$ cat config.mk
export PLATFORM = sky130hd
export DESIGN_NAME = horizontal_rocket_mover
export DESIGN_NICKNAME = d
export VERILOG_FILES = /design/src/rtl/rocket_pkg.sv /design/src/rtl/rise_edge_detector.sv /design/src/rtl/horizontal_rocket_mover.sv
export SDC_FILE = /design/constraint.sdc
export NUM_CORES = 1
export LEC_CHECK = 0
export CAP_MARGIN = 20
export CORE_UTILIZATION = 45
export CTS_BUF_LIST = sky130_fd_sc_hd__clkbuf_4 sky130_fd_sc_hd__clkbuf_8 sky130_fd_sc_hd__clkbuf_16
export DETAILED_ROUTE_END_ITERATION = 10
export PLACE_DENSITY = 0.79
export SETUP_SLACK_MARGIN = 0.3
export SYNTH_ARGS = -nofsm -noshare
export SYNTH_HDL_FRONTEND = slang
export SYNTH_SLANG_ARGS = --single-unit
export TNS_END_PERCENT = 20
$ cat constraint.sdc
create_clock -name clk -period 7.2 [get_ports clk]
set_input_delay 1.08 -clock clk [delete_from_list [all_inputs] [get_ports clk]]
set_output_delay 1.08 -clock clk [all_outputs]
set_load 0.01 [all_outputs]
$ cat src/rtl/rocket_pkg.sv
// Shared definitions for the horizontal rocket mover.
//   - state_t   : mover FSM states
//   - FRAC_BITS : fraction bits of the X fixed-point position register
//   - POS_W     : width of the X fixed-point register (11 integer + 6 fraction)
//   - PX_W      : width of a pixel coordinate / speed input
//   - SCREEN_W, ROCKET_W, LEFT_LIMIT, RIGHT_LIMIT : screen geometry
//   - fx_to_px  : integer part of a fixed-point X position (truncation)
package rocket_pkg;

  typedef enum logic [1:0] {
    IDLE   = 2'd0,
    FLYING = 2'd1,
    EXITED = 2'd2
  } state_t;

  localparam int FRAC_BITS = 6;
  localparam int PX_W      = 11;
  localparam int POS_W     = PX_W + FRAC_BITS;

  localparam int SCREEN_W  = 640;
  localparam int ROCKET_W  = 16;

  localparam logic signed [PX_W-1:0] LEFT_LIMIT  = 11'sd0;
  localparam logic signed [PX_W-1:0] RIGHT_LIMIT = 11'sd624;

  // Drops the fraction bits; arithmetic, no rounding, so negative
  // positions floor toward -infinity.
  function automatic logic signed [PX_W-1:0] fx_to_px(input logic signed [POS_W-1:0] x);
    return x[FRAC_BITS +: PX_W];
  endfunction

endpackage

$ cat src/rtl/rise_edge_detector.sv
// Rising-edge detector for a level input.
//   clk    : system clock
//   resetN : asynchronous active-low reset
//   in     : level input
//   pulse  : one-clk high when `in` is high and was low on the previous clk
module rise_edge_detector (
  input  logic clk,
  input  logic resetN,
  input  logic in,
  output logic pulse
);

  logic r_prev;
  logic r_histValid;

  always_ff @(posedge clk or negedge resetN) begin
    if (!resetN) begin
      r_prev      <= 1'b0;
      r_histValid <= 1'b0;
    end else begin
      r_prev      <= in;
      r_histValid <= 1'b1;
    end
  end

  // Right after reset the previous level is unknown, so no edge is reported
  // until one real sample has been taken. An input already high when reset
  // releases therefore needs a genuine low-to-high transition to fire.
  assign pulse = in & ~r_prev & r_histValid;

endmodule

$ cat src/rtl/horizontal_rocket_mover.sv
// Moves a horizontally flying rocket once per video frame.
//   clk           : system clock (rising edge)
//   resetN        : asynchronous active-low reset
//   startOfFrame  : one-clk pulse per video frame
//   isActive      : rocket-alive level from the rocket controller
//   initialSpeed  : signed speed in pixels/64 per frame (positive = right)
//   initialX/Y    : launch top-left position in pixels
//   topLeftX/Y    : current rocket position in pixels (registered)
//   reachedBorder : level, rocket has left the screen horizontally
//   rocketVisible : high only while flying
module horizontal_rocket_mover
  import rocket_pkg::*;
(
  input  logic                   clk,
  input  logic                   resetN,
  input  logic                   startOfFrame,
  input  logic                   isActive,
  input  logic signed [PX_W-1:0] initialSpeed,
  input  logic signed [PX_W-1:0] initialX,
  input  logic signed [PX_W-1:0] initialY,
  output logic signed [PX_W-1:0] topLeftX,
  output logic signed [PX_W-1:0] topLeftY,
  output logic                   reachedBorder,
  output logic                   rocketVisible
);

  state_t                   r_state;
  logic signed [POS_W-1:0]  r_posX;
  logic signed [POS_W-1:0]  r_speed;

  logic                     w_launch;
  logic signed [POS_W-1:0]  w_nextX;
  logic signed [PX_W-1:0]   w_nextPx;
  logic                     w_speedPos;
  logic                     w_speedNeg;
  logic                     w_exit;

  rise_edge_detector u_active_edge (
    .clk    (clk),
    .resetN (resetN),
    .in     (isActive),
    .pulse  (w_launch)
  );

  assign w_nextX    = r_posX + r_speed;
  assign w_nextPx   = fx_to_px(w_nextX);
  assign w_speedNeg = r_speed[POS_W-1];
  assign w_speedPos = !r_speed[POS_W-1] && (r_speed != '0);
  // Exit is judged on the post-move pixel position; zero speed never exits.
  assign w_exit     = (w_speedPos && (w_nextPx > RIGHT_LIMIT)) ||
                      (w_speedNeg && (w_nextPx < LEFT_LIMIT));

  // topLeftY doubles as the Y register: Y is constant for the whole flight.
  always_ff @(posedge clk or negedge resetN) begin
    if (!resetN) begin
      r_state       <= IDLE;
      r_posX        <= '0;
      r_speed       <= '0;
      topLeftX      <= '0;
      topLeftY      <= '0;
      reachedBorder <= 1'b0;
      rocketVisible <= 1'b0;
    end else begin
      case (r_state)
        IDLE: begin
          reachedBorder <= 1'b0;
          rocketVisible <= 1'b0;
          // startOfFrame is ignored here, so a launch on a frame pulse
          // shows the launch position for that frame.
          if (w_launch) begin
            r_posX        <= {initialX, {FRAC_BITS{1'b0}}};
            r_speed       <= {{FRAC_BITS{initialSpeed[PX_W-1]}}, initialSpeed};
            topLeftX      <= initialX;
            topLeftY      <= initialY;
            rocketVisible <= 1'b1;
            r_state       <= FLYING;
          end
        end

        FLYING: begin
          if (!isActive) begin
            rocketVisible <= 1'b0;
            r_state       <= IDLE;
          end else if (startOfFrame) begin
            r_posX   <= w_nextX;
            topLeftX <= w_nextPx;
            if (w_exit) begin
              reachedBorder <= 1'b1;
              rocketVisible <= 1'b0;
              r_state       <= EXITED;
            end
          end
        end

        EXITED: begin
          // Position frozen; border flag held until the controller drops isActive.
          if (!isActive) begin
            reachedBorder <= 1'b0;
            r_state       <= IDLE;
          end
        end

        default: begin
          reachedBorder <= 1'b0;
          rocketVisible <= 1'b0;
          r_state       <= IDLE;
        end
      endcase
    end
  end

endmodule

==> tab_implementation.tex, run 1 <==
\begin{tabular}{lr}
\hline
Metric & Value \\
\hline
\multicolumn{2}{l}{\textbf{Run status}} \\
\quad Result of the run & complete, no violations \\
\multicolumn{2}{l}{\textbf{Setup path}} \\
\quad Worst Setup End Kind & register \\
\quad CP required & about 7400 ps \\
\quad Minimum setup slack among reg-to-reg paths & a little over 4000 ps \\
\quad Worst r2r dst & rocketVisible\$\_DFFE\_PN0P\_ \\
\quad Start-to-end type of the worst setup path & register to register \\
\quad Kind of launch point of the worst setup path & register \\
\quad Max FO, Critical Path & 4 \\
\quad R2R cell count & 10 \\
\quad CP arrival & 3340 ps \\
\quad RR Startpoint & r\_speed[0]\$\_DFFE\_PN0P\_ \\
\multicolumn{2}{l}{\textbf{Place}} \\
\quad RD Place Congestion & around 0.84 \\
\quad Placed Instance Area & 0.00333 mm\^{}2 \\
\quad Number of input and output port buffers inserted & 60 \\
\quad DPL Wire Length & $\sim$4300 um \\
\multicolumn{2}{l}{\textbf{Timing}} \\
\quad Worst Tran Pin Value & 1040 ps \\
\quad Worst hold margin & 507 ps \\
\quad Number of setup violations in the final report & 0 \\
\quad Period utilisation layout & 0.437 \\
\quad Slew Limit Headroom & 0.309 \\
\quad Setup TNS & 0 ps \\
\quad Maximum clock skew at final layout & between 9 and 10 ps \\
\quad Peak clock frequency supported by timing & $\sim$0.32 GHz \\
\quad Unrepaired setup endpoints after global routing & no \\
\quad Final Hold Fails & 0 \\
\quad Min Clock Period, post-route & 3150 ps \\
\quad Max-slew violation count & 0 \\
\multicolumn{2}{l}{\textbf{Detailed routing}} \\
\quad Count of nets left with antenna violations after detail routing & 0 \\
\quad Post-route DRC & 0 \\
\quad Length of the first detailed-routing pass in iterations & 5 \\
\quad Drt wl/cell & 14.5 um \\
\quad DR vias & roughly 2.2k \\
\quad Overall routed net length & $\sim$5700 um \\
\quad Vias per Instance & $\sim$5.5 \\
\quad DRC violation total after the first TritonRoute iteration & 132 \\
\multicolumn{2}{l}{\textbf{Die}} \\
\quad Core region area & between 0.005 and 0.006 mm\^{}2 \\
\quad Num rows & 28 \\
\quad Die Outline Area & between 0.006 and 0.007 mm\^{}2 \\
\quad Total I/O pin count & 61 \\
\quad Initial core utilization & 0.467 \\
\quad Chip height & 80.4 um \\
\quad Die width & between 80 and 90 um \\
\multicolumn{2}{l}{\textbf{Logic synthesis}} \\
\quad Yosys synthesis warning count & 0 \\
\quad Portion of the post-synthesis area used by sequential elements & 0.408 \\
\quad Share of the synthesized area in the top cell type & 0.408 \\
\quad Post-synthesis async set-or-reset flop share & 1.00 \\
\quad Gate Count Post-Synth & between 200 and 300 \\
\quad Synthesized area per cell & 10.2 um\^{}2 \\
\quad Synthesized area & roughly 0.0028 mm\^{}2 \\
\quad Most used standard cells in the synthesized netlist & dfrtp\_1, nand2\_1, mux2\_2, a21oi\_1, ha\_1 \\
\quad Post-Syn Nets & 326 \\
\quad Most area-hungry cell type in the Yosys netlist & dfrtp\_1 \\
\quad Dominant cell by count in the synthesized netlist & dfrtp\_1 \\
\quad Post-synthesis register bit count & 45 \\
\quad Number of different library cells in the post-synthesis netlist & 48 \\
\quad Most used DFF post-synth & dfrtp\_1 \\
\quad Post-synth EDFFs & 0 \\
\quad Largest cells by area after synthesis & dfrtp\_1, mux2\_2, ha\_1 \\
\multicolumn{2}{l}{\textbf{Power and ir drop}} \\
\quad Power density cells & between 400 and 500 mW/mm\^{}2 \\
\quad Worst VDD drop & $\sim$0.19 mV \\
\quad Cell leakage power & around 1.5 nW \\
\quad Total power of the final layout & approximately 1.5 mW \\
\multicolumn{2}{l}{\textbf{Clock network}} \\
\quad Post-CTS setup buffer count & 0 \\
\quad Number of clock buffers inserted by TritonCTS & 5 \\
\quad H-Tree Level Count & 2 \\
\quad Clock sink total & 45 \\
\quad Clock transition at the registers of the reported paths & about 90 ps \\
\quad Clock root buffer master & clkbuf\_8 \\
\quad Resized Gates After CTS & 0 \\
\quad Cts-stage hold buffer count & 0 \\
\quad Latest clock arrival within the worst-skew pair & 300 ps \\
\quad CTS tree & yes \\
\quad Maximum number of buffers from clock root to sink & 2 \\
\multicolumn{2}{l}{\textbf{GRT}} \\
\quad Largest net degree at the start of global routing & 46 \\
\quad Overall fraction of global-route tracks in use & 0.191 \\
\quad First-pass GRT wire length & 9340 um \\
\quad Global-route congestion overflow total & 0 \\
\quad Initial antenna violation count & 0 \\
\quad Vias in the first global route & a little over 2k \\
\multicolumn{2}{l}{\textbf{Job}} \\
\quad Max-cap viol count & 0 \\
\multicolumn{2}{l}{\textbf{Min path}} \\
\quad Worst hold endpoint & r\_posX[2]\$\_DFFE\_PN0P\_ \\
\quad WHS Path Cells & 2 \\
\quad Kind of path behind the tightest hold check & register to register \\
\quad Hold path startpoint & r\_posX[2]\$\_DFFE\_PN0P\_ \\
\multicolumn{2}{l}{\textbf{Final layout}} \\
\quad Antenna cell count & 0 \\
\quad Final design area excluding fillers & about 0.0034 mm\^{}2 \\
\quad Number of nets in the layout & between 300 and 400 \\
\quad Post-synthesis to final-layout area growth & 24.6\% \\
\quad Fraction of layout cells with a size suffix above 1 & 0.129 \\
\hline
\end{tabular}
kinds of logic (layout without fill, tap and decap cells):
group | count (synthesis) | in the layout | share of synthesized area
simple gates | 62 | 62 | 0.108
flops | 45 | 45 | 0.408
buf+inv | 25 | 72 | 0.0489
other cells | 1 | 1 | 0.00136
xor+xnor | 15 | 15 | 0.0476
compound gates | 79 | 79 | 0.194
fa+ha+maj | 17 | 17 | 0.0797
mux | 28 | 28 | 0.112
registers in the layout (all words and copies together) (netlist names):
signal,cells
u_active_edge.r_histValid,1
r_posX,7
u_active_edge.r_prev,1
reachedBorder,1
topLeftX,10
rocketVisible,1
r_speed,11
r_state,2
topLeftY,11
where the power goes:
part / total, mW / switching [mW] / internal [mW]
sequential: 0.427 / 0.0815 / 0.346
combinational: 0.962 / 0.497 / 0.465
clock: 0.159 / 0.0829 / 0.0763
total: 1.55 / 0.662 / 0.887
area by class of cell:
cell class                      instances  area [um^2]
Clock buffer                            7         83.8
Multi-Input combinational cell        202         1500
Timing Repair Buffer                   62          623
Clock inverter                          1         7.51
Tap cell                               75         93.8
Inverter                                2         7.51
Fill cell                             506         2480
Sequential cell                        45         1130
worst max-delay path by stage:
stage,from,end,cells past startpoint
final,r_speed[0]$_DFFE_PN0P_,rocketVisible$_DFFE_PN0P_,10
after global routing,r_posX[0]$_DFFE_PN0P_,rocketVisible$_DFFE_PN0P_,10
after CTS,isActive,topLeftX[6]$_DFFE_PN0P_,5
after detailed placement,isActive,topLeftX[6]$_DFFE_PN0P_,5
after global placement,isActive,topLeftX[6]$_DFFE_PN0P_,5
after floorplan,r_posX[0]$_DFFE_PN0P_,rocketVisible$_DFFE_PN0P_,10
critical path, stage by stage (launching register included):
cell      delay (ps)
dfrtp_1          410
ha_1             230
fa_1             420
a21o_1           200
a221oi_2         390
o31ai_2          200
a221oi_2         340
xnor2_1          200
and4b_4          280
a311oi_1         100
a211o_1          290
cell usage in the layout (no fill, tap or decap), types with 2 or more instances in the layout:
cell type	instances
a311oi_1	2
a22o_1	4
o21bai_1	2
nor2_1	15
xor2_1	5
and3_1	3
a21o_1	7
a211oi_1	2
o21a_1	2
xnor2_1	10
o21ai_0	9
a21oi_1	22
a31oi_1	3
a221oi_2	2
nor4_1	4
nand3_1	4
nand2b_1	2
inv_1	2
nand2_1	25
clkdlybuf4s50_1	59
mux2_2	23
ha_1	16
dfrtp_1	45
mux2i_1	4
a211o_1	3
nor2b_1	3
o21ai_1	10
clkbuf_8	5
nor3b_1	2
clkbuf_4	2
through the flow:
| step | std cells | util | setup WS (ps) |
|---|---|---|---|
| 4_1_cts | 393 | 0.578 | 4090 |
| 3_5_place_dp | 385 | 0.563 | 3760 |
| 6_report | 394 | 0.582 | 4050 |
| 5_1_grt | 394 | 0.582 | 3900 |
| 3_3_place_gp | 385 | 0.563 | 3830 |
| 2_1_floorplan | 272 | - | 4380 |
layer usage:
metal,GRT usage,vias to the layer above,part of all wire
li1,-,1068,-
met1,0.252,1032,0.46
met2,0.313,56,0.48
met3,0.0398,8,0.051
met4,0.0589,0,0.0093
met5,0,-,0
Note: power is estimated with default switching activity, not from simulation.
==> inputs of run 2 (changes only) <==
--- a/config.mk
+++ b/config.mk
@@ -9,7 +9,7 @@
 export CORE_UTILIZATION = 45
 export CTS_BUF_LIST = sky130_fd_sc_hd__clkbuf_4 sky130_fd_sc_hd__clkbuf_8 sky130_fd_sc_hd__clkbuf_16
 export DETAILED_ROUTE_END_ITERATION = 10
-export PLACE_DENSITY = 0.79
+export PLACE_DENSITY = 0.82
 export SETUP_SLACK_MARGIN = 0.3
 export SYNTH_ARGS = -nofsm -noshare
 export SYNTH_HDL_FRONTEND = slang
==> constraint.sdc (replaced) <==
create_clock -name clk -period 2.6 [get_ports clk]
set_input_delay 0.39 -clock clk [delete_from_list [all_inputs] [get_ports clk]]
set_output_delay 0.39 -clock clk [all_outputs]
set_load 0.01 [all_outputs]
==> tab_implementation.tex, run 2 (synthesis results as in run 1) <==
\begin{tabular}{lr}
\hline
Metric & Value \\
\hline
\multicolumn{2}{l}{\textbf{Power and ir drop}} \\
\quad Switching power total & between 2 and 3 mW \\
\quad Power share of the sequential group & 0.197 \\
\quad Part of the power in combinational logic & 0.708 \\
\quad Switching part of the total & 0.421 \\
\quad Power density cells & 1470 mW/mm\^{}2 \\
\quad Internal Power & $\sim$3.5 mW \\
\quad Total power of the final layout & slightly below 6 mW \\
\quad Clock network fraction of design power & 0.096 \\
\quad Worst VDD drop & slightly below 0.6 mV \\
\quad Cell leakage power & 1.79 nW \\
\multicolumn{2}{l}{\textbf{Die}} \\
\quad Core region area & a little under 0.006 mm\^{}2 \\
\quad Num rows & 28 \\
\quad Chip height & between 80 and 90 um \\
\quad Die width & $\sim$80 um \\
\quad Initial core utilization & 0.467 \\
\quad Die Outline Area & between 0.006 and 0.007 mm\^{}2 \\
\quad Total I/O pin count & 61 \\
\multicolumn{2}{l}{\textbf{Detailed routing}} \\
\quad Length of the first detailed-routing pass in iterations & 4 \\
\quad Vias per Instance & about 5.6 \\
\quad Drt wl/cell & 17.1 um \\
\quad Count of nets left with antenna violations after detail routing & 0 \\
\quad DRC violation total after the first TritonRoute iteration & 110 \\
\quad Post-route DRC & 0 \\
\quad Overall routed net length & about 7600 um \\
\quad DR vias & 2512 \\
\multicolumn{2}{l}{\textbf{Final layout}} \\
\quad Util after Layout & 0.685 \\
\quad Fraction of layout cells with a size suffix above 1 & 0.311 \\
\quad Top Registers & r\_speed (11), topLeftY (11), topLeftX (10) \\
\quad Final non-filler cell total & between 400 and 500 \\
\quad Commonest cells after routing, fill and taps aside & clkdlybuf4s50\_1, buf\_4, dfrtp\_1, nand2\_1, mux2\_2 \\
\quad Commonest non-fill, non-tap cell in the layout & clkdlybuf4s50\_1 \\
\quad Antenna cell count & 0 \\
\quad Number of nets in the layout & 426 \\
\quad Final design area excluding fillers & slightly above 0.004 mm\^{}2 \\
\quad Post-synthesis to final-layout area growth & 46.8\% \\
\multicolumn{2}{l}{\textbf{Timing}} \\
\quad Unrepaired setup endpoints after global routing & yes \\
\quad Number of setup violations in the final report & 7 \\
\quad Period utilisation layout & 1.11 \\
\quad Setup slack after layout & -281 ps \\
\quad Slew Limit Headroom & 0.517 \\
\quad Worst Tran Pin Value & approximately 720 ps \\
\quad Final Hold Fails & 0 \\
\quad Setup TNS & -1010 ps \\
\quad Maximum clock skew at final layout & around 9 ps \\
\quad Peak clock frequency supported by timing & 0.347 GHz \\
\quad Min Clock Period, post-route & 2880 ps \\
\quad Worst hold margin & between 500 and 600 ps \\
\quad Max-slew violation count & 0 \\
\multicolumn{2}{l}{\textbf{Job}} \\
\quad Max-cap viol count & 0 \\
\multicolumn{2}{l}{\textbf{GRT}} \\
\quad Global-route congestion overflow total & 0 \\
\quad Overall fraction of global-route tracks in use & 0.256 \\
\quad Initial antenna violation count & 0 \\
\quad First-pass GRT wire length & about 13000 um \\
\quad Vias in the first global route & between 2k and 3k \\
\quad Largest net degree at the start of global routing & 36 \\
\multicolumn{2}{l}{\textbf{Clock network}} \\
\quad Clock sink total & 45 \\
\quad Clock transition at the registers of the reported paths & 90 ps \\
\quad Number of clock buffers inserted by TritonCTS & 5 \\
\quad H-Tree Level Count & 2 \\
\quad Maximum number of buffers from clock root to sink & 2 \\
\quad Clock root buffer master & clkbuf\_8 \\
\quad CTS tree & yes \\
\quad Latest clock arrival within the worst-skew pair & about 300 ps \\
\multicolumn{2}{l}{\textbf{Place}} \\
\quad \# placed instances & 432 \\
\quad Pre-CTS setup slack & -299 ps \\
\quad RD Place Congestion & 0.905 \\
\quad Number of input and output port buffers inserted & 60 \\
\quad DPL Wire Length & roughly 5200 um \\
\quad Placed Instance Area & 0.00370 mm\^{}2 \\
\multicolumn{2}{l}{\textbf{Setup path}} \\
\quad CP arrival & around 3100 ps \\
\quad Kind of launch point of the worst setup path & register \\
\quad Worst Setup End Kind & register \\
\quad Start-to-end type of the worst setup path & register to register \\
\quad Max FO, Critical Path & 3 \\
\quad CP required & roughly 2800 ps \\
\multicolumn{2}{l}{\textbf{Run status}} \\
\quad Result of the run & finished, violations left \\
\quad Failing checks & setup timing \\
\multicolumn{2}{l}{\textbf{Min path}} \\
\quad Kind of path behind the tightest hold check & register to register \\
\hline
\end{tabular}
==> run 2: routing by layer <==
metal	wire length, um	track usage	vias to the layer above
met5	0	0	-
met4	115	0.0661	0
met3	334	0.0466	13
met2	3950	0.452	77
met1	3240	0.319	1245
li1	-	-	1177
==> run 2: area by class of cell <==
cell class              instances  area (um^2)
well taps                      75         93.8
multi-input cells             202         1670
repair buffers                116         1040
clock buffers                   6         82.6
fillers                       408         1860
clock inverters                 2         37.5
inverters                       2         7.51
flip-flops and latches         45         1130
==> run 2: worst max-delay path, stage by stage, from the launching register on <==
cell and delay, ps:
dfrtp_1 390, ha_2 200, fa_2 350, a21o_1 200, a221oi_4 360, o31ai_4 110
xor2_1 190, nand2_1 120, o311ai_4 390, a311oi_2 160, a211o_1 290
==> run 2: power by group through the flow <==
stage	registers [mW]	logic (mW)	clock network [mW]
after floorplan	1.16	2.02	0
after CTS	1.16	3.97	0.571
after detailed placement	1.17	3.44	0
final	1.17	4.21	0.569
after global routing	1.20	4.51	0.597
after global placement	1.15	3.33	0
==> run 2: path summary, 6_finish.rpt <==
kind / from / to / slack (ps) / cells after the start
worst max-delay path: r_posX[0]$_DFFE_PN0P_ / rocketVisible$_DFFE_PN0P_ / -280 / 10
worst min-delay path: topLeftY[6]$_DFFE_PN0P_ / topLeftY[6]$_DFFE_PN0P_ / 510 / 1
worst max register to register: r_posX[0]$_DFFE_PN0P_ / rocketVisible$_DFFE_PN0P_ / -280 / 10
worst min register to register: topLeftY[6]$_DFFE_PN0P_ / topLeftY[6]$_DFFE_PN0P_ / 510 / 1
max in group asynchronous: resetN / topLeftY[0]$_DFFE_PN0P_ / 1350 / 3
min in group asynchronous: resetN / topLeftX[8]$_DFFE_PN0P_ / 520 / 2
==> run 2: what timing repair did <==
item,4_1_cts,5_1_grt
resized for setup,23,6
hold buffers,1,0
pin swaps,26,6
setup buffers,7,0
hold endpoints to repair,10,0
cloned,0,0
endpoints found under the setup margin,13,13
==> inputs of run 3 (changes only) <==
--- a/config.mk
+++ b/config.mk
@@ -9,6 +9,7 @@
 export CORE_UTILIZATION = 45
 export CTS_BUF_LIST = sky130_fd_sc_hd__clkbuf_4 sky130_fd_sc_hd__clkbuf_8 sky130_fd_sc_hd__clkbuf_16
 export DETAILED_ROUTE_END_ITERATION = 10
+export GPL_TIMING_DRIVEN = 1
 export PLACE_DENSITY = 0.82
 export SETUP_SLACK_MARGIN = 0.3
 export SYNTH_ARGS = -nofsm -noshare
==> results of run 3 <==
No change in the layout: final DEF, timing and power equal those of run 2.
